--- src/rtl/msrv32_wb_pipe_unit_if.sv ---
// Writeback stage bus for msrv32_wb_pipe_unit.
// The master side (execute/load unit) drives the stage inputs and observes
// the operand mux, stall and registered writeback results; the slave side
// is the writeback stage itself.
interface msrv32_wb_pipe_unit_if #(
    parameter int XLEN = 32
);
    // Stage control
    logic            valid_in;
    logic            flush_in;
    logic [2:0]      wb_mux_sel_in;
    logic            wr_en_in;
    logic [4:0]      rd_addr_in;

    // Writeback sources
    logic [XLEN-1:0] alu_result_in;
    logic [XLEN-1:0] lu_output_in;
    logic [XLEN-1:0] imm_in;
    logic [XLEN-1:0] iadder_out_in;
    logic [XLEN-1:0] csr_data_in;
    logic [XLEN-1:0] pc_plus_4_in;
    logic [XLEN-1:0] rs2_in;
    logic            lu_valid_in;

    // ALU operand select and forwarding lookup addresses
    logic            alu_src_in;
    logic [4:0]      rs1_addr_in;
    logic [4:0]      rs2_addr_in;

    // Stage results
    logic [XLEN-1:0] alu_2nd_src_mux_out;
    logic            stall_out;
    logic [XLEN-1:0] wb_data_out;
    logic [4:0]      rd_addr_out;
    logic            wr_en_out;
    logic            lu_err_out;
    logic            fwd_rs1_hit_out;
    logic            fwd_rs2_hit_out;

    modport master (
        output valid_in, flush_in, wb_mux_sel_in, wr_en_in, rd_addr_in,
               alu_result_in, lu_output_in, imm_in, iadder_out_in,
               csr_data_in, pc_plus_4_in, rs2_in, lu_valid_in,
               alu_src_in, rs1_addr_in, rs2_addr_in,
        input  alu_2nd_src_mux_out, stall_out, wb_data_out, rd_addr_out,
               wr_en_out, lu_err_out, fwd_rs1_hit_out, fwd_rs2_hit_out
    );

    modport slave (
        input  valid_in, flush_in, wb_mux_sel_in, wr_en_in, rd_addr_in,
               alu_result_in, lu_output_in, imm_in, iadder_out_in,
               csr_data_in, pc_plus_4_in, rs2_in, lu_valid_in,
               alu_src_in, rs1_addr_in, rs2_addr_in,
        output alu_2nd_src_mux_out, stall_out, wb_data_out, rd_addr_out,
               wr_en_out, lu_err_out, fwd_rs1_hit_out, fwd_rs2_hit_out
    );
endinterface

--- src/rtl/msrv32_wb_pipe_unit.sv ---
// msrv32 registered writeback stage.
// Selects the writeback source, holds the pipeline while a load result is
// outstanding (aborting after LU_TIMEOUT waiting cycles), and launches a
// one-cycle register-file write strobe. Also hosts the ALU second-operand mux.
// Optional feature macro: MSRV32_WB_FWD_EN enables the writeback-to-operand
// forwarding comparators; when undefined the hit outputs are tied low.
module msrv32_wb_pipe_unit #(
    parameter int XLEN       = 32,
    parameter int LU_TIMEOUT = 16   // 2..255
) (
    input  logic                  ms_riscv32_mp_clk_in,
    input  logic                  ms_riscv32_mp_rst_in,
    msrv32_wb_pipe_unit_if.slave  wb_if
);

    // Stage states (legacy-compatible encoding)
    localparam logic [0:0] ST_IDLE    = 1'b0;
    localparam logic [0:0] ST_WAIT_LU = 1'b1;

    // Writeback source selector codes; 110/111 fall back to the ALU
    localparam logic [2:0] SEL_ALU    = 3'b000;
    localparam logic [2:0] SEL_LU     = 3'b001;
    localparam logic [2:0] SEL_IMM    = 3'b010;
    localparam logic [2:0] SEL_IADDER = 3'b011;
    localparam logic [2:0] SEL_CSR    = 3'b100;
    localparam logic [2:0] SEL_PC4    = 3'b101;

    // Counter value seen in the last permitted waiting cycle
    localparam logic [7:0] LU_LAST = 8'(LU_TIMEOUT - 1);

    logic            clk;
    logic            rst;
    assign clk = ms_riscv32_mp_clk_in;
    assign rst = ms_riscv32_mp_rst_in;

    // Registered state
    logic [0:0]      state_q,   state_d;
    logic [7:0]      cnt_q,     cnt_d;
    logic [4:0]      pend_rd_q, pend_rd_d;
    logic            pend_we_q, pend_we_d;
    logic [XLEN-1:0] wb_data_q, wb_data_d;
    logic [4:0]      rd_addr_q, rd_addr_d;
    logic            wr_en_q,   wr_en_d;
    logic            lu_err_q,  lu_err_d;

    // Combinational helpers
    logic [XLEN-1:0] sel_data;
    logic            sel_is_lu;
    logic            rd_nonzero;
    logic            pend_rd_nonzero;
    logic            stall;

    assign sel_is_lu       = (wb_if.wb_mux_sel_in == SEL_LU);
    assign rd_nonzero      = (wb_if.rd_addr_in != 5'd0);
    assign pend_rd_nonzero = (pend_rd_q != 5'd0);

    // ALU second operand: rs2 for register-register ops, immediate otherwise
    assign wb_if.alu_2nd_src_mux_out = wb_if.alu_src_in ? wb_if.rs2_in : wb_if.imm_in;

    // Writeback source selection for the accepting instruction
    always_comb begin
        // NOTE: a default assignment first means every path drives sel_data,
        // so no latch is inferred when a case item is added or missed.
        sel_data = wb_if.alu_result_in;
        case (wb_if.wb_mux_sel_in)
            SEL_ALU:    sel_data = wb_if.alu_result_in;
            SEL_LU:     sel_data = wb_if.lu_output_in;
            SEL_IMM:    sel_data = wb_if.imm_in;
            SEL_IADDER: sel_data = wb_if.iadder_out_in;
            SEL_CSR:    sel_data = wb_if.csr_data_in;
            SEL_PC4:    sel_data = wb_if.pc_plus_4_in;
            default:    sel_data = wb_if.alu_result_in;
        endcase
    end

    // Stage control: accept, load wait, timeout and flush handling
    always_comb begin
        state_d   = state_q;
        cnt_d     = cnt_q;
        pend_rd_d = pend_rd_q;
        pend_we_d = pend_we_q;
        wb_data_d = wb_data_q;
        rd_addr_d = rd_addr_q;
        wr_en_d   = 1'b0;
        lu_err_d  = 1'b0;
        stall     = 1'b0;

        case (state_q)
            ST_IDLE: begin
                if (wb_if.valid_in && !wb_if.flush_in) begin
                    if (!sel_is_lu || wb_if.lu_valid_in) begin
                        // Result available now: write next cycle
                        wb_data_d = sel_data;
                        rd_addr_d = wb_if.rd_addr_in;
                        wr_en_d   = wb_if.wr_en_in && rd_nonzero;
                    end else begin
                        // Load outstanding: remember the destination and wait
                        pend_rd_d = wb_if.rd_addr_in;
                        pend_we_d = wb_if.wr_en_in;
                        cnt_d     = 8'd0;
                        state_d   = ST_WAIT_LU;
                        stall     = 1'b1;
                    end
                end
            end

            ST_WAIT_LU: begin
                if (wb_if.flush_in) begin
                    // Killed: drop the pending write silently
                    state_d = ST_IDLE;
                end else if (wb_if.lu_valid_in) begin
                    // Data arrived, even on the timeout count
                    wb_data_d = wb_if.lu_output_in;
                    rd_addr_d = pend_rd_q;
                    wr_en_d   = pend_we_q && pend_rd_nonzero;
                    state_d   = ST_IDLE;
                end else if (cnt_q == LU_LAST) begin
                    // Give up: report the error, suppress the write
                    lu_err_d  = 1'b1;
                    state_d   = ST_IDLE;
                    stall     = 1'b1;
                end else begin
                    cnt_d     = cnt_q + 8'd1;
                    stall     = 1'b1;
                end
            end

            default: begin
                state_d = ST_IDLE;
            end
        endcase
    end

    // State and output registers with synchronous active-high reset
    always_ff @(posedge clk) begin
        // NOTE: non-blocking assignments keep every register updating from
        // pre-edge values, so evaluation order inside the block is irrelevant.
        if (rst) begin
            state_q   <= ST_IDLE;
            cnt_q     <= 8'd0;
            pend_rd_q <= 5'd0;
            pend_we_q <= 1'b0;
            wb_data_q <= '0;
            rd_addr_q <= 5'd0;
            wr_en_q   <= 1'b0;
            lu_err_q  <= 1'b0;
        end else begin
            state_q   <= state_d;
            cnt_q     <= cnt_d;
            pend_rd_q <= pend_rd_d;
            pend_we_q <= pend_we_d;
            wb_data_q <= wb_data_d;
            rd_addr_q <= rd_addr_d;
            wr_en_q   <= wr_en_d;
            lu_err_q  <= lu_err_d;
        end
    end

    // A flush releases upstream immediately
    assign wb_if.stall_out   = stall && !wb_if.flush_in;
    assign wb_if.wb_data_out = wb_data_q;
    assign wb_if.rd_addr_out = rd_addr_q;
    assign wb_if.wr_en_out   = wr_en_q;
    assign wb_if.lu_err_out  = lu_err_q;

`ifdef MSRV32_WB_FWD_EN
    // Forwarding: the register being written this cycle matches a decode source
    assign wb_if.fwd_rs1_hit_out = wr_en_q && (rd_addr_q == wb_if.rs1_addr_in);
    assign wb_if.fwd_rs2_hit_out = wr_en_q && (rd_addr_q == wb_if.rs2_addr_in);
`else
    // Forwarding disabled: hits tied low, lookup addresses only sunk
    logic unused_fwd_addr;
    assign unused_fwd_addr       = ^{wb_if.rs1_addr_in, wb_if.rs2_addr_in};
    assign wb_if.fwd_rs1_hit_out = 1'b0;
    assign wb_if.fwd_rs2_hit_out = 1'b0;
`endif

endmodule
--- src/flat_wrapper.sv ---
// flat-port wrapper written by rule: the top's interface ports become plain ports
module msrv32_wb_pipe_unit_flat 
#(
    parameter int XLEN       = 32,
    parameter int LU_TIMEOUT = 16            
)
  (ms_riscv32_mp_clk_in, ms_riscv32_mp_rst_in, wb_if_valid_in, wb_if_flush_in, wb_if_wb_mux_sel_in, wb_if_wr_en_in, wb_if_rd_addr_in, wb_if_alu_result_in, wb_if_lu_output_in, wb_if_imm_in, wb_if_iadder_out_in, wb_if_csr_data_in, wb_if_pc_plus_4_in, wb_if_rs2_in, wb_if_lu_valid_in, wb_if_alu_src_in, wb_if_rs1_addr_in, wb_if_rs2_addr_in, wb_if_alu_2nd_src_mux_out, wb_if_stall_out, wb_if_wb_data_out, wb_if_rd_addr_out, wb_if_wr_en_out, wb_if_lu_err_out, wb_if_fwd_rs1_hit_out, wb_if_fwd_rs2_hit_out);
  msrv32_wb_pipe_unit_if #(.XLEN(XLEN)) wb_if_i ();
  input  logic ms_riscv32_mp_clk_in;
  input  logic ms_riscv32_mp_rst_in;
  input wire logic [$bits(wb_if_i.valid_in)-1:0] wb_if_valid_in;
  input wire logic [$bits(wb_if_i.flush_in)-1:0] wb_if_flush_in;
  input wire logic [$bits(wb_if_i.wb_mux_sel_in)-1:0] wb_if_wb_mux_sel_in;
  input wire logic [$bits(wb_if_i.wr_en_in)-1:0] wb_if_wr_en_in;
  input wire logic [$bits(wb_if_i.rd_addr_in)-1:0] wb_if_rd_addr_in;
  input wire logic [$bits(wb_if_i.alu_result_in)-1:0] wb_if_alu_result_in;
  input wire logic [$bits(wb_if_i.lu_output_in)-1:0] wb_if_lu_output_in;
  input wire logic [$bits(wb_if_i.imm_in)-1:0] wb_if_imm_in;
  input wire logic [$bits(wb_if_i.iadder_out_in)-1:0] wb_if_iadder_out_in;
  input wire logic [$bits(wb_if_i.csr_data_in)-1:0] wb_if_csr_data_in;
  input wire logic [$bits(wb_if_i.pc_plus_4_in)-1:0] wb_if_pc_plus_4_in;
  input wire logic [$bits(wb_if_i.rs2_in)-1:0] wb_if_rs2_in;
  input wire logic [$bits(wb_if_i.lu_valid_in)-1:0] wb_if_lu_valid_in;
  input wire logic [$bits(wb_if_i.alu_src_in)-1:0] wb_if_alu_src_in;
  input wire logic [$bits(wb_if_i.rs1_addr_in)-1:0] wb_if_rs1_addr_in;
  input wire logic [$bits(wb_if_i.rs2_addr_in)-1:0] wb_if_rs2_addr_in;
  output wire logic [$bits(wb_if_i.alu_2nd_src_mux_out)-1:0] wb_if_alu_2nd_src_mux_out;
  output wire logic [$bits(wb_if_i.stall_out)-1:0] wb_if_stall_out;
  output wire logic [$bits(wb_if_i.wb_data_out)-1:0] wb_if_wb_data_out;
  output wire logic [$bits(wb_if_i.rd_addr_out)-1:0] wb_if_rd_addr_out;
  output wire logic [$bits(wb_if_i.wr_en_out)-1:0] wb_if_wr_en_out;
  output wire logic [$bits(wb_if_i.lu_err_out)-1:0] wb_if_lu_err_out;
  output wire logic [$bits(wb_if_i.fwd_rs1_hit_out)-1:0] wb_if_fwd_rs1_hit_out;
  output wire logic [$bits(wb_if_i.fwd_rs2_hit_out)-1:0] wb_if_fwd_rs2_hit_out;
  assign wb_if_i.valid_in = wb_if_valid_in;
  assign wb_if_i.flush_in = wb_if_flush_in;
  assign wb_if_i.wb_mux_sel_in = wb_if_wb_mux_sel_in;
  assign wb_if_i.wr_en_in = wb_if_wr_en_in;
  assign wb_if_i.rd_addr_in = wb_if_rd_addr_in;
  assign wb_if_i.alu_result_in = wb_if_alu_result_in;
  assign wb_if_i.lu_output_in = wb_if_lu_output_in;
  assign wb_if_i.imm_in = wb_if_imm_in;
  assign wb_if_i.iadder_out_in = wb_if_iadder_out_in;
  assign wb_if_i.csr_data_in = wb_if_csr_data_in;
  assign wb_if_i.pc_plus_4_in = wb_if_pc_plus_4_in;
  assign wb_if_i.rs2_in = wb_if_rs2_in;
  assign wb_if_i.lu_valid_in = wb_if_lu_valid_in;
  assign wb_if_i.alu_src_in = wb_if_alu_src_in;
  assign wb_if_i.rs1_addr_in = wb_if_rs1_addr_in;
  assign wb_if_i.rs2_addr_in = wb_if_rs2_addr_in;
  assign wb_if_alu_2nd_src_mux_out = wb_if_i.alu_2nd_src_mux_out;
  assign wb_if_stall_out = wb_if_i.stall_out;
  assign wb_if_wb_data_out = wb_if_i.wb_data_out;
  assign wb_if_rd_addr_out = wb_if_i.rd_addr_out;
  assign wb_if_wr_en_out = wb_if_i.wr_en_out;
  assign wb_if_lu_err_out = wb_if_i.lu_err_out;
  assign wb_if_fwd_rs1_hit_out = wb_if_i.fwd_rs1_hit_out;
  assign wb_if_fwd_rs2_hit_out = wb_if_i.fwd_rs2_hit_out;
  msrv32_wb_pipe_unit #(.XLEN(XLEN), .LU_TIMEOUT(LU_TIMEOUT)) u_core (.ms_riscv32_mp_clk_in(ms_riscv32_mp_clk_in), .ms_riscv32_mp_rst_in(ms_riscv32_mp_rst_in), .wb_if(wb_if_i));
endmodule
--- config.mk ---
export PLATFORM = sky130hd
export DESIGN_NAME = msrv32_wb_pipe_unit_flat
export DESIGN_NICKNAME = d
export VERILOG_FILES = /design/src/rtl/msrv32_wb_pipe_unit_if.sv /design/src/rtl/msrv32_wb_pipe_unit.sv /design/src/flat_wrapper.sv
export SDC_FILE = /design/constraint.sdc
export NUM_CORES = 1
export LEC_CHECK = 0
export CAP_MARGIN = 15
export CELL_PAD_IN_SITES_DETAIL_PLACEMENT = 0
export CELL_PAD_IN_SITES_GLOBAL_PLACEMENT = 1
export CORE_ASPECT_RATIO = 1.25
export CORE_MARGIN = 2
export CORE_UTILIZATION = 23
export DETAILED_ROUTE_END_ITERATION = 16
export GPL_ROUTABILITY_DRIVEN = 0
export MAX_ROUTING_LAYER = met4
export PLACE_DENSITY = 0.84
export SYNTH_ARGS = -nofsm -noshare
export SYNTH_HDL_FRONTEND = slang
export SYNTH_SLANG_ARGS = --single-unit
export TNS_END_PERCENT = 50
--- constraint.sdc ---
create_clock -name ms_riscv32_mp_clk_in -period 2.1 [get_ports ms_riscv32_mp_clk_in]
set_clock_uncertainty 0.15 [all_clocks]
set_input_delay 0.42 -clock ms_riscv32_mp_clk_in [delete_from_list [all_inputs] [get_ports ms_riscv32_mp_clk_in]]
set_output_delay 0.42 -clock ms_riscv32_mp_clk_in [all_outputs]
set_load 0.01 [all_outputs]
Yosys cells after proc, flatten, opt, wreduce, memory -nomap -nowiden
Cells that the tools add are included. Widths: inputs -> output; s select.

Bits of input ports: 249. Flip-flop bits (word level): 54. Output and inout bits: 74. Word-level logic and storage cells: 70.

Add/sub/neg operators: 1. Multiplexer cells: 33. Equal/unequal tests: 13. Bitwise operators: 2. Reduce and logical (&&, ||, !) cells: 13.

Operators with widths (number): $mux 32 (5); $pmux 32 s5 (1); $pmux 32 s2 (1); $mux 8 (5); $mux 5 (4); $pmux 8 s2 (1); $mux 1 (12); $ne 2x2->1 const B (5); $pmux 5 s2 (1); $reduce_bool 5->1 (2); $add 8x1->8 const B (1); $eq 8x4->1 const B (1); $eq 3x2->1 const B (2); $eq 3x3->1 const B (2); $pmux 1 s2 (3); $reduce_and 5->1 (1); $logic_and 1x1->1 (4); $ne 2x1->1 const B (2); $reduce_and 4->1 (1); $reduce_or 4->1 (1); $eq 3x1->1 const B (1); $reduce_and 3->1 (1); $logic_not 1->1 (2); $not 1->1 (2); $logic_or 1x1->1 (1).

Logic depth before layout (Yosys ltp)
Gate-level depths: netlist of the first run.

Word-level depth: 7. Gate-level depth with buffers: 8. Depth with buffers taken out: 6.

Worst setup path after synthesis of the first run
OpenSTA, ideal clock, no wires.

Kind: input port to flip-flop. From: input wb_if_wb_mux_sel_in[1]. To: register u_core.rd_addr_q[0], in the netlist u_core.wb_if.rd_addr_out[0]. Setup time: 0.139 ns. Stages on the path: 8. Path buffers: 3. Path slack: 0.194 ns. Data required time: 1.811 ns. Arrival time: 1.617 ns. Cell sequence: buf_6 -> nor4b_4 -> nor2b_2 -> or2_1 -> buf_4 -> buf_4 -> nor2_1 -> a211oi_2.

Word-level cells in the longest chain between the ends: 5.

Ends and longest elaborated chain: start: declaration (line flat_wrapper.sv:13) `input wire logic [$bits(wb_if_i.wb_mux_sel_in)-1:0] wb_if_wb_mux_sel_in;`; $eq 3x1->1 (line msrv32_wb_pipe_unit.sv:53) `assign sel_is_lu = (wb_if.wb_mux_sel_in == SEL_LU);`; $logic_not 1->1 (line msrv32_wb_pipe_unit.sv:91) `if (!sel_is_lu || wb_if.lu_valid_in) begin`; $logic_or 1x1->1 (line msrv32_wb_pipe_unit.sv:91); $ne 2x1->1 (no source line); $reduce_and 4->1 (no source line); end signal: assignment (line msrv32_wb_pipe_unit.sv:153) `rd_addr_q <= rd_addr_d;`; end: declaration (line msrv32_wb_pipe_unit.sv:42) `logic [4:0] rd_addr_q, rd_addr_d;`.

Every way passes these cells. A chain may end at the register's enable or synchronous reset.

Worst setup path after layout of the first run
From: input wb_if_flush_in. To: output wb_if_stall_out.

Word-level cells in the longest chain between the ends: 5. Elaborated cells on any way between the ends: 6. Classes of those cells: 3 x mux; 3 x reduce/logical.

Ends and longest elaborated chain: start: declaration (line flat_wrapper.sv:12) `input wire logic [$bits(wb_if_i.flush_in)-1:0] wb_if_flush_in;`; $logic_not 1->1 (line msrv32_wb_pipe_unit.sv:90, msrv32_wb_pipe_unit.sv:160); $logic_and 1x1->1 (line msrv32_wb_pipe_unit.sv:90) `if (wb_if.valid_in && !wb_if.flush_in) begin`; $mux 1 (line msrv32_wb_pipe_unit.sv:90); $pmux 1 s2 (line msrv32_wb_pipe_unit.sv:88) `case (state_q)`; $logic_and 1x1->1 (*) (line msrv32_wb_pipe_unit.sv:160) `assign wb_if.stall_out = stall && !wb_if.flush_in;`; end: declaration (line flat_wrapper.sv:28) `output wire logic [$bits(wb_if_i.stall_out)-1:0] wb_if_stall_out;`.

Every way passes the cells marked *; elsewhere a longest branch is shown, timed or not.

==> results of run 1 <==
## area by class of cell
| type | instances | share of cell area (%) |
|---|---|---|
| Clock buffer | 5 | 1.52 |
| Clock inverter | 3 | 0.591 |
| Inverter | 19 | 0.864 |
| Multi-Input combinational cell | 407 | 33.7 |
| Sequential cell | 54 | 13.1 |
| Tap cell | 228 | 3.46 |
| Timing Repair Buffer | 401 | 46.8 |
## critical path: stages
cell and delay (ns):
clkdlybuf4s50_1 0.45, or3b_1 0.39, nand2_1 0.08, clkbuf_2 0.13
## report_power, final
part	switching, mW	internal, mW	total [mW]
clock	0.414	0.572	0.987
sequential	0.0283	1.08	1.11
combinational	0.590	0.878	1.47
## routing by layer
metal | track usage (%) | share of wire, %
met3 | 2.91 | 4.2
met1 | 22.9 | 39
met2 | 39.7 | 54
met4 | 5.50 | 2.3
met5 | - | 0
## flip-flops by register name, summed over array words and instances, names as in the netlist
name / flops
u_core.wb_if.wb_data_out: 32
u_core.cnt_q: 8
u_core.pend_rd_q: 5
u_core.wb_if.rd_addr_out: 5
u_core.pend_we_q: 1
u_core.state_q: 1
u_core.wb_if.lu_err_out: 1
u_core.wb_if.wr_en_out: 1
## kinds of logic (layout without fill, tap and decap cells)
group                    after synthesis  count (layout)  share of synthesized area, %
AO/OA/AOI/OAI                        232             232                          39.4
AND/OR/NAND/NOR                      130             130                          15.0
buffers and inverters                 77             428                          9.18
flip-flops                            54              54                          25.6
multiplexers                          36              36                          9.24
XOR/XNOR                               6               6                          1.24
adder cells (fa/ha/maj)                1               1                         0.296
other                                  1               2                        0.0887
## worst max path at each step
| stage | startpoint | to | slack, ns | depth (start not counted) |
|---|---|---|---|---|
| after floorplan | wb_if_wb_mux_sel_in[1] | u_core.wb_if.rd_addr_out[0] | 0.19 | 8 |
| after global placement | wb_if_flush_in | wb_if_stall_out | -0.35 | 4 |
| after detailed placement | wb_if_lu_valid_in | wb_if_stall_out | -0.39 | 4 |
| after CTS | wb_if_flush_in | wb_if_stall_out | -0.07 | 4 |
| after global routing | wb_if_wb_mux_sel_in[1] | u_core.wb_if.wb_data_out[26] | 0.005 | 8 |
| final | wb_if_flush_in | wb_if_stall_out | 0.06 | 4 |
## repair_timing
action	in CTS	in global routing
resized for setup	35	4
setup buffers	0	0
setup endpoints to repair	33	21
pin swaps	0	1
cloned	0	1
## metrics by stage
stage / util [%] / cells / setup WS (ns)
2_1_floorplan: - / 538 / 0.194
3_3_place_gp: 44.9 / 1108 / -0.346
3_5_place_dp: 44.9 / 1108 / -0.390
4_1_cts: 45.6 / 1116 / -0.0721
5_1_grt: 45.8 / 1117 / 0.00540
6_report: 45.8 / 1117 / 0.0617
## cell usage in the layout, fill, tap and decap left out, types with 5 or more instances in the layout
| cell | instances |
|---|---|
| mux2i_1 | 12 |
| o21ai_0 | 23 |
| nor3_1 | 8 |
| nor2_1 | 61 |
| a21oi_1 | 47 |
| nand3_1 | 5 |
| o21a_1 | 7 |
| inv_1 | 18 |
| dlygate4sd2_1 | 33 |
| o22ai_1 | 8 |
| buf_4 | 79 |
| nor2b_1 | 7 |
| nand2_1 | 29 |
| a22o_1 | 8 |
| a211o_1 | 9 |
| clkdlybuf4s50_1 | 271 |
| a22oi_1 | 23 |
| clkbuf_16 | 6 |
| a21o_1 | 23 |
| mux2_2 | 24 |
| o211ai_1 | 18 |
| buf_2 | 5 |
| buf_12 | 10 |
| dfxtp_1 | 54 |
| a221oi_1 | 23 |
| a211oi_2 | 8 |
| a211oi_1 | 23 |
==> impl_metrics.json, run 1 <==
{
  "outcome": "finished, final reports clean",
  "yosys-top-cells-area": "dfxtp_1 26%, mux2_2 6.4%, a21oi_1 5.6%, nor2_1 5.4%, a221oi_1 4.8%",
  "rsz0062_at_grt": "no",
  "ff_latch_area_mm2": 0.00108,
  "synthesis.area_mm2": 0.00423,
  "syn_inst": 537,
  "initial_core_util_pct": 23.4,
  "rr_endpoint": "u_core.cnt_q[7]",
  "port-buffer-count": 310,
  "tns_ns": 0,
  "hold_violations": 0,
  "worst_setup_path_start_kind": "input pin",
  "required_ns": 1.53,
  "dieArea_mm2": 0.0195,
  "antenna_found_initial": 0,
  "reg2reg_depth": 6,
  "cts_num_sinks": 54,
  "worst_r2r_startpoint": "u_core.state_q",
  "chipWidth_um": 125,
  "min_to": "u_core.state_q",
  "cts_buffer_depth": 2,
  "ys_warn_count": 0,
  "grt_pass1_vias": 5532,
  "drt-vias-per-instance": 4.91,
  "async_flop_share_pct": 0,
  "syn2layout_area_growth_pct": 95.2,
  "min_path_type": "in -> reg",
  "routed_wl_mm": 21.0,
  "fmax_mhz": 491,
  "whs_path_depth": 2,
  "wire_per_inst_um": 18.8,
  "stdcell_area_mm2": 0.00825,
  "ys_ff_latch": 54,
  "drv_cap": 0,
  "fin_nets": 1138,
  "synth_cell_types": 53,
  "place_area_mm2": 0.00809,
  "worstPathMaxFanout": 3,
  "yosys_most_used_dff": "dfxtp_1",
  "timing_worst_setup_path_type": "in -> out",
  "ctsRootBufferMaster": "clkbuf_16",
  "period_share_pct": 97.1,
  "p_leak_nw": 3.33,
  "vias": 5479,
  "num-fill-cells": 1856,
  "io_pins": 323,
  "setup.worst_path.end_class": "output port",
  "cts_buffers": 5,
  "peakVddDrop_uv": 276,
  "min_from": "ms_riscv32_mp_rst_in",
  "multi_input_area_mm2": 0.00278,
  "cts.hold.buffers_added": 0,
  "cts_max_level": 2,
  "yosysTopAreaCell": "dfxtp_1",
  "grt_max_degree": 41,
  "synth_edf_count": 0,
  "synth.avg_cell_area_um2": 7.87,
  "overflow": 0,
  "hpwl_mm": 17.0,
  "reg2reg_slack_ns": 0.34,
  "pwr_density_cell_mw_per_mm2": 431,
  "max_slew.worst_pin.slew_ns": 0.687,
  "antenna_left": 0,
  "worst_ep_arrival_time_ns": 1.47,
  "dr.pass1.iters": 4,
  "yosys-top-cells-count": "61 x nor2_1, 54 x dfxtp_1, 47 x a21oi_1",
  "dr.first_iter.drc_count": 254,
  "grt_usage_pct": 21.0,
  "core_mm2": 0.0180,
  "drive_gt1_share_pct": 16.9,
  "setup_viol": 0,
  "cts.clk_slew.worst_paths_ns": 0.07,
  "slew_viol_final": 0,
  "drc": 0,
  "insertion_delay_ns": 0.29,
  "cts_tree": "done",
  "yosysMostFrequentCell": "nor2_1",
  "total_power_mw": 3.56,
  "synth_top_cell_area_share_pct": 25.6,
  "ys_seq_area_share_pct": 25.6,
  "die_h_um": 156,
  "timing.hold.ws_ns": 0.321,
  "antennaDiodeCount": 0,
  "fin_crit_ns": 2.04,
  "max_slew_margin_pct": 53.6,
  "rows": 55,
  "grt_pass1_wl_mm": 30.8
}
(Power assumes the default switching activity.)
==> inputs of run 2 (changes only) <==
- GPL_ROUTABILITY_DRIVEN: 0 -> not set
==> results of run 2 <==
Same layout as run 1: the final DEF is identical, and so are final timing and power.
==> inputs of run 3 (changes only) <==
- CORE_MARGIN: 2 -> not set
==> impl_metrics.json, run 3 (synthesis gave the netlist of run 1 again) <==
{
  "antennaDiodeCount": 0,
  "hpwl_mm": 16.9,
  "busiest_layer": "met2",
  "grt_max_degree": 39,
  "insertion_delay_ns": 0.28,
  "worst_ep_arrival_time_ns": 1.48,
  "vias": 5429,
  "cts.clk_slew.worst_paths_ns": 0.07,
  "pre_cts_ws_ns": -0.360,
  "reg2reg_depth": 7,
  "setup.worst_path.end_class": "output port",
  "syn2layout_area_growth_pct": 95.1,
  "grt_pass1_vias": 5594,
  "cts_num_sinks": 54,
  "p_leak_nw": 3.31,
  "ctsRootBufferMaster": "clkbuf_16",
  "required_ns": 1.53,
  "layout_setup_ws_ns": 0.0470,
  "outcome": "finished, final reports clean",
  "drt-vias-per-instance": 4.90,
  "drc": 0,
  "largest_reg_flops": 32,
  "multi_input_area_mm2": 0.00278,
  "pwr_density_cell_mw_per_mm2": 430,
  "gp_congestion": 0.838,
  "cts_buffer_depth": 2,
  "dp_cells": 1098,
  "met2_usage_pct": 42.1,
  "drv_cap": 0,
  "dr.first_iter.drc_count": 255,
  "timing_worst_setup_path_type": "in -> out",
  "whs_path_depth": 2,
  "period_share_pct": 97.8,
  "timing.hold.ws_ns": 0.331,
  "rr_endpoint": "u_core.cnt_q[2]",
  "die_h_um": 154,
  "fin_cells": 1108,
  "routed_wl_mm": 20.7,
  "min_path_type": "in -> reg",
  "max_slew_margin_pct": 62.3,
  "mostFrequentLayoutCells": "270 x clkdlybuf4s50_1, 66 x buf_4, 61 x nor2_1",
  "rows": 55,
  "chipWidth_um": 123,
  "worst_r2r_startpoint": "u_core.state_q",
  "slew_viol_final": 0,
  "port-buffer-count": 310,
  "final_common_cell": "clkdlybuf4s50_1",
  "gr-usage-met1_pct": 23.7,
  "cts.hold.buffers_added": 0,
  "reg2reg_slack_ns": 0.32,
  "cts_buffers": 5,
  "io_pins": 323,
  "ff_latch_area_mm2": 0.00108,
  "peakVddDrop_uv": 339,
  "drive_gt1_share_pct": 16.0,
  "grt_util_met3_pct": 3.30,
  "max_slew.worst_pin.slew_ns": 0.557,
  "setup_viol": 0,
  "dieArea_mm2": 0.0189,
  "wire_per_inst_um": 18.7,
  "cts_tree": "done",
  "min_from": "ms_riscv32_mp_rst_in",
  "hold_violations": 0,
  "dr.pass1.iters": 5,
  "worst_setup_path_start_kind": "input pin",
  "min_to": "u_core.state_q",
  "overflow": 0,
  "fmax_mhz": 487,
  "antenna_found_initial": 0,
  "initial_core_util_pct": 23.4,
  "fin_crit_ns": 2.05,
  "grt_usage_pct": 22.1,
  "worstPathMaxFanout": 3,
  "core_mm2": 0.0180,
  "cts_max_level": 2,
  "num-fill-cells": 1823,
  "grt_pass1_wl_mm": 30.6,
  "fin_nets": 1129,
  "antenna_left": 0
}
==> run 3: per-layer routing <==
metal | vias to the layer above | share of wire [%]
li1 | 2695 | -
met1 | 2504 | 39
met2 | 208 | 54
met3 | 22 | 5.3
met4 | 0 | 1.9
met5 | - | 0
==> run 3: stage by stage <==
stage,util [%],cell area (um^2),power [mW],setup TNS (ns)
after global placement,44.8,8080,2.62,-9.54
after floorplan,-,4230,1.67,0
final,45.7,8250,3.54,0
after CTS,45.5,8210,3.59,-0.0739
after global routing,45.7,8250,3.75,-0.00456
after detailed placement,44.8,8080,2.63,-11.11
==> run 3: area by class of cell <==
| class | instances | area share [%] |
|---|---|---|
| Multi-Input combinational cell | 407 | 33.7 |
| Sequential cell | 54 | 13.1 |
| Clock buffer | 6 | 1.68 |
| Tap cell | 228 | 3.46 |
| Timing Repair Buffer | 392 | 46.7 |
| Clock inverter | 2 | 0.470 |
| Inverter | 19 | 0.865 |
==> run 3: repair_timing <==
action	4_1_cts	5_1_grt
cloned	0	1
resized for setup	35	4
pin swaps	1	1
buffers inserted	0	1
setup endpoints to repair	33	17
==> run 3: power breakdown <==
| part | internal [mW] | total, mW | switching, mW |
|---|---|---|---|
| combinational | 0.875 | 1.46 | 0.585 |
| sequential | 1.08 | 1.10 | 0.0267 |
| clock | 0.600 | 0.980 | 0.380 |
==> run 3: critical path, cell delays in order <==
cell	delay, ns
clkdlybuf4s50_1	0.45
or3b_1	0.40
nand2_1	0.08
clkbuf_2	0.13
==> run 3: worst max path at each step <==
stage,from,end,slack [ns],cells past startpoint
after floorplan,wb_if_wb_mux_sel_in[1],u_core.wb_if.rd_addr_out[0],0.19,8
after global placement,wb_if_flush_in,wb_if_stall_out,-0.35,4
after detailed placement,wb_if_lu_valid_in,wb_if_stall_out,-0.36,4
after CTS,wb_if_flush_in,wb_if_stall_out,-0.07,4
after global routing,wb_if_flush_in,wb_if_stall_out,-0.005,5
final,wb_if_flush_in,wb_if_stall_out,0.05,4
